===== src/rtl/id_stage.sv =====
// RV32I instruction-decode stage: decode, operand resolution, load-use stall and ID/EX register.
// Define RV_ID_FWD_EN to enable EX/MEM operand forwarding; otherwise any in-flight producer stalls.
module id_stage #(
    parameter int          RegNum  = 32,
    parameter logic [31:0] PcReset = 32'h0,
    localparam int         AW      = $clog2(RegNum)
) (
    input  logic          clk,
    input  logic          rst,
    input  logic          in_valid,
    output logic          in_ready,
    input  logic [31:0]   in_pc,
    input  logic [31:0]   in_inst,
    output logic          re1,
    output logic          re2,
    output logic [AW-1:0] raddr1,
    output logic [AW-1:0] raddr2,
    input  logic [31:0]   rdata1,
    input  logic [31:0]   rdata2,
    input  logic          ex_we,
    input  logic [AW-1:0] ex_waddr,
    input  logic [31:0]   ex_wdata,
    input  logic          ex_is_load,
    input  logic          mem_we,
    input  logic [AW-1:0] mem_waddr,
    input  logic [31:0]   mem_wdata,
    input  logic          flush,
    output logic          out_valid,
    input  logic          out_ready,
    output logic [31:0]   out_pc,
    output logic [31:0]   out_op1,
    output logic [31:0]   out_op2,
    output logic [31:0]   out_imm,
    output logic [31:0]   out_rs1,
    output logic [31:0]   out_rs2,
    output logic [AW-1:0] out_waddr,
    output logic          out_we,
    output logic [3:0]    out_alu_op,
    output logic          out_is_load,
    output logic          out_is_store,
    output logic          out_is_branch,
    output logic          out_is_jump,
    output logic          out_illegal
);

    localparam logic [6:0] OPC_OP     = 7'b0110011;
    localparam logic [6:0] OPC_OP_IMM = 7'b0010011;
    localparam logic [6:0] OPC_LOAD   = 7'b0000011;
    localparam logic [6:0] OPC_STORE  = 7'b0100011;
    localparam logic [6:0] OPC_BRANCH = 7'b1100011;
    localparam logic [6:0] OPC_JAL    = 7'b1101111;
    localparam logic [6:0] OPC_JALR   = 7'b1100111;
    localparam logic [6:0] OPC_LUI    = 7'b0110111;
    localparam logic [6:0] OPC_AUIPC  = 7'b0010111;

    typedef enum logic [1:0] {SEL1_RS1, SEL1_PC, SEL1_ZERO} op1_sel_e;
    typedef enum logic [1:0] {SEL2_IMM, SEL2_RS2, SEL2_FOUR} op2_sel_e;

    typedef struct packed {
        logic [31:0]   pc;
        logic [31:0]   op1;
        logic [31:0]   op2;
        logic [31:0]   imm;
        logic [31:0]   rs1;
        logic [31:0]   rs2;
        logic [AW-1:0] waddr;
        logic          we;
        logic [3:0]    alu_op;
        logic          is_load;
        logic          is_store;
        logic          is_branch;
        logic          is_jump;
        logic          illegal;
    } payload_t;

    logic [6:0]    opcode;
    logic [2:0]    funct3;
    logic [AW-1:0] rd;
    logic [31:0]   imm_i, imm_s, imm_b, imm_u, imm_j;

    logic          use_rs1, use_rs2, we_raw;
    logic          is_load, is_store, is_branch, is_jump, illegal;
    logic [31:0]   imm;
    logic [3:0]    alu_op;
    op1_sel_e      op1_sel;
    op2_sel_e      op2_sel;

    logic [31:0]   rs1_val, rs2_val;
    logic          hazard, adv;
    logic          out_valid_d, out_valid_q;
    payload_t      payload_d, payload_q;

    assign opcode = in_inst[6:0];
    assign funct3 = in_inst[14:12];
    assign rd     = in_inst[7 +: AW];
    assign raddr1 = in_inst[15 +: AW];
    assign raddr2 = in_inst[20 +: AW];

    assign imm_i = {{20{in_inst[31]}}, in_inst[31:20]};
    assign imm_s = {{20{in_inst[31]}}, in_inst[31:25], in_inst[11:7]};
    assign imm_b = {{19{in_inst[31]}}, in_inst[31], in_inst[7], in_inst[30:25], in_inst[11:8], 1'b0};
    assign imm_u = {in_inst[31:12], 12'b0};
    assign imm_j = {{11{in_inst[31]}}, in_inst[31], in_inst[19:12], in_inst[20], in_inst[30:21], 1'b0};

    always_comb begin
        use_rs1   = 1'b0;
        use_rs2   = 1'b0;
        we_raw    = 1'b0;
        is_load   = 1'b0;
        is_store  = 1'b0;
        is_branch = 1'b0;
        is_jump   = 1'b0;
        illegal   = 1'b0;
        imm       = '0;
        alu_op    = '0;
        op1_sel   = SEL1_RS1;
        op2_sel   = SEL2_IMM;
        case (opcode)
            OPC_OP: begin
                use_rs1 = 1'b1;
                use_rs2 = 1'b1;
                we_raw  = 1'b1;
                op2_sel = SEL2_RS2;
                alu_op  = {in_inst[30], funct3};
            end
            OPC_OP_IMM: begin
                use_rs1 = 1'b1;
                we_raw  = 1'b1;
                imm     = imm_i;
                // inst[30] only distinguishes SRAI from SRLI; for other OP-IMM it is immediate data
                alu_op  = (funct3 == 3'b101) ? {in_inst[30], funct3} : {1'b0, funct3};
            end
            OPC_LOAD: begin
                use_rs1 = 1'b1;
                we_raw  = 1'b1;
                is_load = 1'b1;
                imm     = imm_i;
            end
            OPC_STORE: begin
                use_rs1  = 1'b1;
                use_rs2  = 1'b1;
                is_store = 1'b1;
                imm      = imm_s;
            end
            OPC_BRANCH: begin
                use_rs1   = 1'b1;
                use_rs2   = 1'b1;
                is_branch = 1'b1;
                imm       = imm_b;
                op2_sel   = SEL2_RS2;
                alu_op    = {1'b0, funct3};
            end
            OPC_JAL: begin
                we_raw  = 1'b1;
                is_jump = 1'b1;
                imm     = imm_j;
                op1_sel = SEL1_PC;
                op2_sel = SEL2_FOUR;
            end
            OPC_JALR: begin
                use_rs1 = 1'b1;
                we_raw  = 1'b1;
                is_jump = 1'b1;
                imm     = imm_i;
                op1_sel = SEL1_PC;
                op2_sel = SEL2_FOUR;
            end
            OPC_LUI: begin
                we_raw  = 1'b1;
                imm     = imm_u;
                op1_sel = SEL1_ZERO;
            end
            OPC_AUIPC: begin
                we_raw  = 1'b1;
                imm     = imm_u;
                op1_sel = SEL1_PC;
            end
            default: illegal = 1'b1;
        endcase
    end

    assign re1 = in_valid && use_rs1;
    assign re2 = in_valid && use_rs2;

    function automatic logic src_hit(input logic en, input logic [AW-1:0] ra,
                                     input logic we, input logic [AW-1:0] wa);
        return en && we && (wa != '0) && (wa == ra);
    endfunction

`ifdef RV_ID_FWD_EN
    function automatic logic [31:0] resolve(input logic [AW-1:0] ra, input logic [31:0] rf_val);
        if (ra == '0)                      return '0;
        else if (ex_we && ex_waddr == ra)   return ex_wdata;
        else if (mem_we && mem_waddr == ra) return mem_wdata;
        else                                return rf_val;
    endfunction

    assign hazard = ex_is_load && (src_hit(re1, raddr1, ex_we, ex_waddr) ||
                                   src_hit(re2, raddr2, ex_we, ex_waddr));
`else
    logic fwd_data_unused;

    function automatic logic [31:0] resolve(input logic [AW-1:0] ra, input logic [31:0] rf_val);
        return (ra == '0) ? '0 : rf_val;
    endfunction

    // Without bypass muxes every in-flight producer of a live source must drain first
    assign hazard = (ex_is_load && (src_hit(re1, raddr1, ex_we, ex_waddr) ||
                                    src_hit(re2, raddr2, ex_we, ex_waddr)))
                 || src_hit(re1, raddr1, ex_we, ex_waddr)  || src_hit(re2, raddr2, ex_we, ex_waddr)
                 || src_hit(re1, raddr1, mem_we, mem_waddr) || src_hit(re2, raddr2, mem_we, mem_waddr);
    assign fwd_data_unused = ^{ex_wdata, mem_wdata};
`endif

    assign rs1_val  = re1 ? resolve(raddr1, rdata1) : '0;
    assign rs2_val  = re2 ? resolve(raddr2, rdata2) : '0;
    assign adv      = !out_valid_q || out_ready;
    assign in_ready = flush || (adv && !hazard);

    always_comb begin
        out_valid_d = out_valid_q;
        payload_d   = payload_q;
        if (flush) begin
            out_valid_d = 1'b0;
        end else if (adv) begin
            out_valid_d         = in_valid && !hazard;
            payload_d.pc        = in_pc;
            payload_d.imm       = imm;
            payload_d.rs1       = rs1_val;
            payload_d.rs2       = rs2_val;
            payload_d.waddr     = rd;
            payload_d.we        = we_raw && !illegal && (rd != '0);
            payload_d.alu_op    = alu_op;
            payload_d.is_load   = is_load;
            payload_d.is_store  = is_store;
            payload_d.is_branch = is_branch;
            payload_d.is_jump   = is_jump;
            payload_d.illegal   = illegal;
            case (op1_sel)
                SEL1_PC:   payload_d.op1 = in_pc;
                SEL1_ZERO: payload_d.op1 = '0;
                default:   payload_d.op1 = rs1_val;
            endcase
            case (op2_sel)
                SEL2_RS2:  payload_d.op2 = rs2_val;
                SEL2_FOUR: payload_d.op2 = 32'd4;
                default:   payload_d.op2 = imm;
            endcase
        end
    end

    always_ff @(posedge clk or posedge rst) begin
        if (rst) begin
            out_valid_q  <= 1'b0;
            payload_q    <= '0;
            payload_q.pc <= PcReset;
        end else begin
            out_valid_q  <= out_valid_d;
            payload_q    <= payload_d;
        end
    end

    assign out_valid     = out_valid_q;
    assign out_pc        = payload_q.pc;
    assign out_op1       = payload_q.op1;
    assign out_op2       = payload_q.op2;
    assign out_imm       = payload_q.imm;
    assign out_rs1       = payload_q.rs1;
    assign out_rs2       = payload_q.rs2;
    assign out_waddr     = payload_q.waddr;
    assign out_we        = payload_q.we;
    assign out_alu_op    = payload_q.alu_op;
    assign out_is_load   = payload_q.is_load;
    assign out_is_store  = payload_q.is_store;
    assign out_is_branch = payload_q.is_branch;
    assign out_is_jump   = payload_q.is_jump;
    assign out_illegal   = payload_q.illegal;

endmodule

===== config.mk =====
export PLATFORM = sky130hd
export DESIGN_NAME = id_stage
export DESIGN_NICKNAME = d
export VERILOG_FILES = /design/src/rtl/id_stage.sv
export SDC_FILE = /design/constraint.sdc
export NUM_CORES = 1
export LEC_CHECK = 0
export CORE_MARGIN = 2
export CORE_UTILIZATION = 30
export CTS_BUF_LIST = sky130_fd_sc_hd__clkbuf_8
export DETAILED_ROUTE_END_ITERATION = 8
export GPL_TIMING_DRIVEN = 0
export PLACE_DENSITY = 0.74
export SYNTH_ARGS = -nofsm -noshare
export SYNTH_HDL_FRONTEND = slang
export SYNTH_SLANG_ARGS = --single-unit

===== constraint.sdc =====
create_clock -name clk -period 7.1 [get_ports clk]
set_clock_uncertainty 0.1 [all_clocks]
set_input_delay 1.065 -clock clk [delete_from_list [all_inputs] [get_ports clk]]
set_output_delay 1.065 -clock clk [all_outputs]
set_load 0.005 [all_outputs]

==> reports/metrics.cfg, run 1 <==
[global_route]
top_usage_layer=met2
globalRouteMet1Util=0.280
antenna_found_initial=2
grt_max_degree=108
track_usage=0.231
grt.overflow.total=0
gr-usage-met2=0.385
grt_pass1_wl_mm=58.0
grt_use_met3=0.0668
grt_pass1_vias=9494

[place]
dp_hpwl_mm=29.5
placed_area_um2=13600
portBuffers=365
place_inst=1746
finalWeightedCongestion=0.877

[clocking]
clockBufferDepth=3
worstSkewPairLatency_ns=0.52
cts_hold_buffers=0
cts_sinks=208
cts_buffers=40
cts_setup_buffers=0
cts_tree=done
clk_pin_slew_ns=0.06
root_buffer=clkbuf_8
post_cts_resized=0
h-tree-depth=2

[floorplan]
die_h_um=181
rows=64
core_um2=30700
initial_core_util=0.307
fp.dieArea_um2=32900
die_width_um=181
num_io_pins=431

[logic_synthesis]
synth_flop_cell=dfrtp_1
synth-seq-cells=208
yosysWarningCount=0
ys_seq_area_frac=0.551
ys_types=52
synthSimpleGateAreaFrac=0.202
synthXorXnorAreaFrac=0.0195
syn_avg_cell_area_um2=9.59
synth_commonest_cells=nand2_1 (266), dfrtp_1 (208), nor2_1 (92)
synth_edf_count=0
mappedNetlistArea_um2=9440
synth_top_cell_area_share=0.551
yosys.area.top_type=dfrtp_1
synth.net_count=1197
synth-compound-area-share=0.176
synthAdderAreaFrac=0.00398
netlist_instances=984
synth_top_family_by_area=simple AND/OR/NAND/NOR gates
async_reset_ff_frac=1.00
yosysMostFrequentCell=nand2_1
synth.area.top_cells=dfrtp_1 (55%), nand2_1 (11%), a221oi_2 (5.2%)
muxShareOfSynthArea=0.00119

[sta]
worst_pin_slew_ns=1.03
finalSetupTns_ns=0
report.final.slew_viol_count=0
finalWorstPathRequiredPeriod_ns=4.75
rsz0062_at_grt=false
max_slew_margin=0.310
finalCritPeriodShare=0.670
setup_viol=0
finalHoldViolations=0
fmax_mhz=210

[power]
leakagePower_nw=6.44
powerDensity_nw_per_um2=208
power.total_mw=3.01
vdd_drop_max_mv=0.128

[worst_hold_path]
hold_path_class=reg -> reg

[worst_setup_path]
required_ns=5.93
cp_slowest_stage_delay_ns=0.52
crit_arrival_ns=3.59
cp_cell_sequence=clkdlybuf4s50_1 > buf_2 > and3b_1 > o211ai_4 > nor4_1 > nor4_1 > a21o_1 > clkdlybuf4s50_1
critical_path.max_fanout=10
crit_type=in -> out
critPathCaptureType=output pin
start_kind=input port
r2r_slack_ns=4.53
cpMaxStageDelayCell=clkdlybuf4s50_1

[drt]
post_drt_wl_per_cell_um=21.2
routed_wl_mm=38.6
firstDrtPassIters=5
drt_iter0_markers=382
ant_nets=0
drcViolationCount=0
avgViaCountPerCell=5.00
vias=9091

[cells_and_area]
layout-drive-gt1-share=0.0978
num-fill-cells=2920
fin_util=0.469
multiInputGateArea_um2=3800
final_cells=1819
design_area_um2=14400
nets=1605
seq_area_um2=5200
area_growth_pct=52.9

[outcome]
outcome=completed

[run]
maxCapViolCount=0

[sequential cells by signal, indices dropped and copies added, names as in the netlist]
signal / flops
out_rs2: 32
out_is_load: 1
out_op1: 32
out_rs1: 32
out_alu_op: 4
out_valid: 1
out_illegal: 1
out_pc: 32
out_is_jump: 1
out_is_store: 1
out_op2: 32
out_waddr: 5
out_is_branch: 1
out_we: 1
out_imm: 32
[cells in the final DEF, fill, tap and decap left out, types with 4 or more instances in the layout]
| cell type | synthesis | routed |
|---|---|---|
| nand4_1 | 6 | 6 |
| clkbuf_8 | 0 | 47 |
| clkdlybuf4s50_1 | 0 | 365 |
| a221oi_2 | 33 | 33 |
| dfrtp_1 | 208 | 208 |
| inv_1 | 10 | 22 |
| xnor2_1 | 20 | 20 |
| a21oi_1 | 36 | 36 |
| buf_1 | 7 | 7 |
| nor4_1 | 5 | 5 |
| a221oi_1 | 4 | 4 |
| clkinv_2 | 0 | 7 |
| o211ai_1 | 10 | 10 |
| clkbuf_2 | 5 | 5 |
| buf_4 | 11 | 11 |
| clkbuf_1 | 43 | 43 |
| nand3_1 | 34 | 34 |
| a22o_1 | 39 | 39 |
| nor2_1 | 92 | 92 |
| or4_1 | 4 | 4 |
| buf_2 | 13 | 13 |
| nand2_1 | 266 | 266 |
| and2_1 | 12 | 12 |
| o21ai_0 | 75 | 75 |
| nor2b_1 | 6 | 6 |
[stage by stage]
| stage | hold slack (ns) | setup WS, ns |
|---|---|---|
| 2_1_floorplan | 0.363 | 0.254 |
| 3_3_place_gp | 0.356 | -2.60 |
| 3_5_place_dp | 0.359 | 2.29 |
| 4_1_cts | 0.373 | 2.30 |
| 5_1_grt | 0.393 | 2.19 |
| 6_report | 0.369 | 2.35 |
[area by class of cell]
class	count	area share
repair buffers	366	0.255
multi-input cells	684	0.264
plain buffers	82	0.0273
diodes	2	0.000347
clock inverters	24	0.0110
clock buffers	47	0.0448
inverters	10	0.00312
well taps	396	0.0343
flip-flops and latches	208	0.361
[metal layers]
| metal | wire length [um] | vias to the layer above |
|---|---|---|
| met1 | 15700 | 4399 |
| met3 | 3340 | 80 |
| met4 | 1420 | 0 |
| met5 | 0 | - |
| li1 | - | 4198 |
| met2 | 18200 | 414 |
[kinds of logic after synthesis]
| family | after synthesis |
|---|---|
| multiplexers | 1 |
| flip-flops | 208 |
| XOR/XNOR | 21 |
| AND/OR/NAND/NOR | 445 |
| AO/OA/AOI/OAI | 214 |
| adder cells (fa/ha/maj) | 3 |
| buffers and inverters | 92 |
[critical path, delay by kind of cell]
| family | cells | cell delay [ns] |
|---|---|---|
| compound gates | 2 | 0.47 |
| buf+inv | 3 | 1.26 |
| simple gates | 3 | 0.78 |
[worst paths after layout]
check,startpoint,endpoint,depth (start not counted)
worst max-delay path,in_inst[4],in_ready,8
max in group asynchronous,rst,out_rs2[8],3
worst min-delay path,out_imm[7],out_imm[7],2
worst min register to register,out_imm[7],out_imm[7],2
min in group asynchronous,rst,out_pc[3],2
worst max register to register,out_valid,out_op2[9],6
[power breakdown]
part	total, mW	switching (mW)	leakage [nW]	internal (mW)
logic	0.507	0.249	3.23	0.258
clock network	1.21	0.532	0.463	0.675
registers	1.29	0.0402	2.75	1.25
Note: power is estimated with default switching activity, not from simulation.
==> run 2, diff against run 1 <==
Settings changed: PLACE_DENSITY 0.74 to 0.71.
Clock period 7.1 ns to 4.85 ns, I/O delays scaled along.
==> reports/metrics.cfg, run 2 (synthesis results as in run 1) <==
[drt]
routed_wl_mm=39.5  ; was 38.6 mm
ant_nets=0  ; unchanged
avgViaCountPerCell=5.10  ; was 5.00
met2_length_mm=19.2  ; was 18.2 mm
post_drt_wl_per_cell_um=21.7  ; was 21.2 um
wl_met3_mm=3.62  ; was 3.34 mm
drcViolationCount=0  ; unchanged
firstDrtPassIters=5  ; unchanged
drt_iter0_markers=538  ; was 382
wl_met1_mm=15.7  ; about the same
routed.top_layer=met4  ; unchanged
vias=9274  ; was 9091

[cells_and_area]
mostFrequentLayoutCells=clkdlybuf4s50_1 (365), nand2_1 (266), dfrtp_1 (208)  ; unchanged
num-fill-cells=2869  ; was 2920
multiInputGateArea_um2=3800  ; unchanged
seq_area_um2=5200  ; unchanged
layout-drive-gt1-share=0.103  ; was 0.0978
design_area_um2=14600  ; was 14400 um^2
area_growth_pct=54.4  ; was 52.9%
nets=1608  ; was 1605
final_cells=1818  ; was 1819
layout_commonest_cell=clkdlybuf4s50_1  ; unchanged

[power]
leakagePower_nw=6.48  ; was 6.44 nW
vdd_drop_max_mv=0.162  ; was 0.128 mV
p_int_mw=3.37  ; was 2.19 mW
powerDensity_nw_per_um2=314  ; was 208 nW/um^2
p_comb_frac=0.166  ; was 0.169
swShare=0.264  ; was 0.273
p_sw_mw=1.21  ; was 0.822 mW
power.total_mw=4.58  ; was 3.01 mW
pwr-share-seq=0.413  ; was 0.430
clkPwrFrac=0.421  ; was 0.401

[global_route]
track_usage=0.234  ; was 0.231
grt.overflow.total=0  ; unchanged
antenna_found_initial=1  ; was 2
grt_max_degree=42  ; was 108
grt_pass1_vias=9337  ; was 9494
grt_pass1_wl_mm=58.5  ; was 58.0 mm

[sta]
max_slew_margin=0.409  ; was 0.310
rsz0062_at_grt=false  ; unchanged
report.final.slew_viol_count=0  ; unchanged
worst_pin_slew_ns=0.887  ; was 1.03 ns
finalCritPeriodShare=0.911
final.setup.worst_slack_ns=0.433  ; was 2.35 ns
finalHoldViolations=0  ; unchanged
fmax_mhz=226
finalWorstPathRequiredPeriod_ns=4.42
setup_viol=0  ; unchanged

[clocking]
cts_sinks=208  ; unchanged
worstSkewPairLatency_ns=0.53  ; was 0.52 ns
cts_setup_buffers=0  ; unchanged
cts_hold_buffers=0  ; unchanged
clockBufferDepth=3  ; unchanged
cts_buffers=39  ; was 40
root_buffer=clkbuf_8  ; unchanged
post_cts_resized=0  ; unchanged
clk_pin_slew_ns=0.06  ; about the same
h-tree-depth=2  ; unchanged
cts_tree=done  ; unchanged

[place]
dp_hpwl_mm=30.4  ; was 29.5 mm
placed_area_um2=13700  ; was 13600 um^2
finalWeightedCongestion=0.892  ; was 0.877
place_inst=1750  ; was 1746
place_ws_ns=0.323  ; was 2.29 ns
portBuffers=365  ; unchanged

[floorplan]
core_um2=30700  ; unchanged
fp.dieArea_um2=32900  ; unchanged
die_width_um=181  ; unchanged
die_h_um=181  ; unchanged
initial_core_util=0.307  ; unchanged
num_io_pins=431  ; unchanged
rows=64  ; unchanged

[worst_setup_path]
start_kind=input port  ; unchanged
rr_worst_depth=6  ; unchanged
crit_type=in -> out  ; unchanged
timing.rr.end=out_op2[9]  ; unchanged
r2r_start=out_valid  ; unchanged
crit_arrival_ns=3.59  ; about the same
required_ns=4.02  ; was 5.93 ns
r2r_slack_ns=2.26  ; was 4.53 ns
critical_path.max_fanout=8  ; was 10
critPathCaptureType=output pin  ; unchanged

[run]
maxCapViolCount=0  ; unchanged

[worst_hold_path]
whs_path_depth=2  ; unchanged
min_to=out_pc[15]  ; was out_imm[7]
hold_path_class=reg -> reg  ; unchanged
min_from=out_pc[15]  ; was out_imm[7]

[outcome]
outcome=completed  ; unchanged

[run 2: cell count changes in the layout (fill, tap and decap cells not counted)]
cell	before	now
buf_12	0	5
buf_16	1	0
bufinv_16	2	3
clkbuf_8	47	54
clkinv_2	7	3
diode_2	2	1
inv_1	22	14
inv_6	0	1
inv_8	1	0
[run 2: critical path, cell delays in order]
cell             delay (ns)
clkdlybuf4s50_1        0.66
and3b_1                0.22
buf_2                  0.18
nand4_1                0.24
nor4_1                 0.10
nor4_1                 0.72
a21o_1                 0.22
clkdlybuf4s50_1        0.50
[run 2: layout make-up]
type,instances,area share
Tap cell,396,0.0340
Multi-Input combinational cell,684,0.261
Clock buffer,54,0.0510
Antenna cell,1,0.000172
Timing Repair Buffer,370,0.257
Sequential cell,208,0.357
Inverter,10,0.00283
Clock inverter,13,0.00961
Buffer,82,0.0270
[run 2: metrics by stage]
step           hold WS, ns  utilization  setup TNS [ns]
6_report             0.374        0.474               0
5_1_grt              0.402        0.474               0
4_1_cts              0.377        0.474               0
3_5_place_dp         0.361        0.445               0
3_3_place_gp         0.358        0.442          -84.64
2_1_floorplan        0.363            -               0
[run 2: how the worst max path moves through the flow]
stage,endpoint,depth (start not counted),slack [ns],from
CTS,in_ready,8,0.38,in_inst[3]
global placement,out_rs2[12],2,-0.43,rst
global route,in_ready,7,0.31,ex_waddr[1]
floorplan,out_alu_op[0],1,1.32,rst
finish,in_ready,8,0.43,in_inst[3]
detailed placement,out_op1[28],13,0.32,in_inst[3]
[run 2: layer usage]
metal | vias up | GRT usage
met2 | 477 | 0.408
met4 | 0 | 0.0706
met3 | 71 | 0.0664
met5 | - | 0
li1 | 4201 | -
met1 | 4525 | 0.282
[run 2: power by group through the flow]
| stage | registers [mW] | logic (mW) | clock network [mW] |
|---|---|---|---|
| 2_1_floorplan | 1.92 | 0.248 | 0 |
| 3_3_place_gp | 1.92 | 0.742 | 0 |
| 3_5_place_dp | 1.92 | 0.761 | 0 |
| 4_1_cts | 1.89 | 0.765 | 1.97 |
| 5_1_grt | 1.90 | 0.816 | 2.05 |
| 6_report | 1.89 | 0.758 | 1.93 |
==> run 3, diff against run 2 <==
Settings changed: CORE_AREA set to 2 2 167 169, CORE_MARGIN 2 to unset, CORE_UTILIZATION 30 to unset, CTS_BUF_LIST sky130_fd_sc_hd__clkbuf_8 to unset, DIE_AREA set to 0 0 169 171, PLACE_DENSITY 0.71 to 0.79.
==> reports/metrics.cfg, run 3 (synthesis results as in run 1) <==
[worst_setup_path]
crit_arrival_ns=3.26  ; was 3.59 ns
startpoint=in_inst[4]  ; was in_inst[3]
rr_worst_depth=6  ; unchanged
required_ns=4.02  ; about the same
r2r_start=out_valid  ; unchanged
cpMaxStageDelayCell=clkdlybuf4s50_1  ; was nor4_1
critical_path.max_fanout=10  ; was 8
cp_slowest_stage_delay_ns=0.52  ; was 0.72 ns
timing.rr.end=out_imm[9]  ; was out_op2[9]
r2r_slack_ns=2.44  ; was 2.26 ns
start_kind=input port  ; unchanged
cp_cell_sequence=clkdlybuf4s50_1 > buf_2 > and3b_1 > o211ai_4 > nor4_1 > nor4_1 > a21o_1 > clkdlybuf4s50_1  ; was clkdlybuf4s50_1 > and3b_1 > buf_2 > nand4_1 > nor4_1 > nor4_1 > a21o_1 > clkdlybuf4s50_1
crit_type=in -> out  ; unchanged
critPathCaptureType=output pin  ; unchanged

[clocking]
clockBufferDepth=3  ; unchanged
clk_pin_slew_ns=0.05  ; was 0.06 ns
cts_setup_buffers=0  ; unchanged
h-tree-depth=1  ; was 2
cts_tree=done  ; unchanged
cts_buffers=24  ; was 39
cts_hold_buffers=0  ; unchanged
post_cts_resized=0  ; unchanged
worstSkewPairLatency_ns=0.51  ; was 0.53 ns
cts_sinks=208  ; unchanged
root_buffer=clkbuf_16  ; was clkbuf_8

[cells_and_area]
layout-drive-gt1-share=0.0881  ; was 0.103
final_cells=1742  ; was 1818
multiInputGateArea_um2=3800  ; unchanged
design_area_um2=14400  ; was 14600 um^2
area_growth_pct=52.9  ; was 54.4%
nets=1593  ; was 1608
seq_area_um2=5200  ; unchanged
diodes=0  ; was 1
layout_commonest_cell=clkdlybuf4s50_1  ; unchanged
mostFrequentLayoutCells=clkdlybuf4s50_1 (365), nand2_1 (266), dfrtp_1 (208)  ; unchanged
num-fill-cells=2420  ; was 2869

[drt]
routed.top_layer=met5  ; was met4
wl_met3_mm=3.12  ; was 3.62 mm
ant_nets=0  ; unchanged
avgViaCountPerCell=5.24  ; was 5.10
wl_met1_mm=14.3  ; was 15.7 mm
post_drt_wl_per_cell_um=21.3  ; was 21.7 um
routed_wl_mm=37.1  ; was 39.5 mm
drt_iter0_markers=598  ; was 538
firstDrtPassIters=7  ; was 5
drcViolationCount=0  ; unchanged
vias=9136  ; was 9274
met2_length_mm=18.4  ; was 19.2 mm

[worst_hold_path]
min_from=out_imm[10]  ; was out_pc[15]
whs_path_depth=2  ; unchanged
min_to=out_imm[10]  ; was out_pc[15]
hold_path_class=reg -> reg  ; unchanged

[sta]
worst_pin_slew_ns=0.903  ; was 0.887 ns
finalWorstPathRequiredPeriod_ns=4.09  ; was 4.42 ns
setup_viol=0  ; unchanged
finalSetupTns_ns=0  ; unchanged
rsz0062_at_grt=false  ; unchanged
finalHoldViolations=0  ; unchanged
max_slew_margin=0.398  ; was 0.409
finalCritPeriodShare=0.842  ; was 0.911
report.final.slew_viol_count=0  ; unchanged
fmax_mhz=245  ; was 226 MHz

[place]
place_inst=1700  ; was 1750
dp_hpwl_mm=28.5  ; was 30.4 mm
placed_area_um2=13600  ; was 13700 um^2
finalWeightedCongestion=0.909  ; was 0.892
portBuffers=365  ; unchanged

[global_route]
antenna_found_initial=1  ; unchanged
grt_pass1_vias=9501  ; was 9337
track_usage=0.251  ; was 0.234
grt.overflow.total=0  ; unchanged
grt_max_degree=44  ; was 42
grt_pass1_wl_mm=56.0  ; was 58.5 mm

[floorplan]
core_um2=27300  ; was 30700 um^2
rows=61  ; was 64
num_io_pins=431  ; unchanged
fp.dieArea_um2=28900  ; was 32900 um^2
initial_core_util=0.345  ; was 0.307
die_width_um=169  ; was 181 um
die_h_um=171  ; was 181 um

[power]
leakagePower_nw=6.40  ; was 6.48 nW
vdd_drop_max_mv=0.197  ; was 0.162 mV
powerDensity_nw_per_um2=311  ; was 314 nW/um^2

[outcome]
outcome=completed  ; unchanged

[run]
maxCapViolCount=0  ; unchanged

[run 3: cell count changes in the layout (fill, tap and decap cells not counted), sizes merged]
| cell | before | now |
|---|---|---|
| clkbuf | 102 | 82 |
| inv | 15 | 9 |
| clkinv | 3 | 6 |
| bufinv | 3 | 2 |
| clkinvlp | 2 | 1 |
| diode | 1 | 0 |
[run 3: where the power goes]
group | switching, mW | internal (mW) | total [mW]
Sequential | 0.0573 | 1.83 | 1.89
Combinational | 0.366 | 0.384 | 0.749
Clock | 0.727 | 1.12 | 1.85
[run 3: area by class of cell]
class / count / area share
Buffer: 82 / 0.0273
Clock buffer: 34 / 0.0492
Clock inverter: 8 / 0.00650
Inverter: 10 / 0.00286
Multi-Input combinational cell: 684 / 0.264
Sequential cell: 208 / 0.361
Tap cell: 346 / 0.0300
Timing Repair Buffer: 370 / 0.260
[run 3: per-layer routing]
metal	GRT usage	vias up
li1	-	4163
met1	0.293	4460
met2	0.450	432
met3	0.0615	79
met4	0.0870	2
met5	0	-
[run 3: worst max path at each step]
stage / end / slack (ns)
after floorplan: out_alu_op[0] / 1.32
after global placement: out_pc[17] / -0.35
after detailed placement: out_op1[19] / 0.42
after CTS: in_ready / 0.80
after global routing: in_ready / 0.72
final: in_ready / 0.76
[run 3: critical path, delay by kind of cell]
| kind | cells | cell delay (ns) |
|---|---|---|
| AOI/OAI and AO/OA | 2 | 0.49 |
| and+or+nand+nor | 3 | 0.82 |
| buffers and inverters | 3 | 1.20 |
[run 3: through the flow]
step                      power, mW  utilization  hold WS, ns  setup WS, ns
final                          4.49        0.528        0.365         0.764
after global routing           4.67        0.528        0.401         0.722
after CTS                      4.53        0.528        0.374         0.800
after detailed placement       2.67        0.499        0.358         0.419
after global placement         2.65        0.495        0.356        -0.347
after floorplan                2.17            -        0.363          1.32
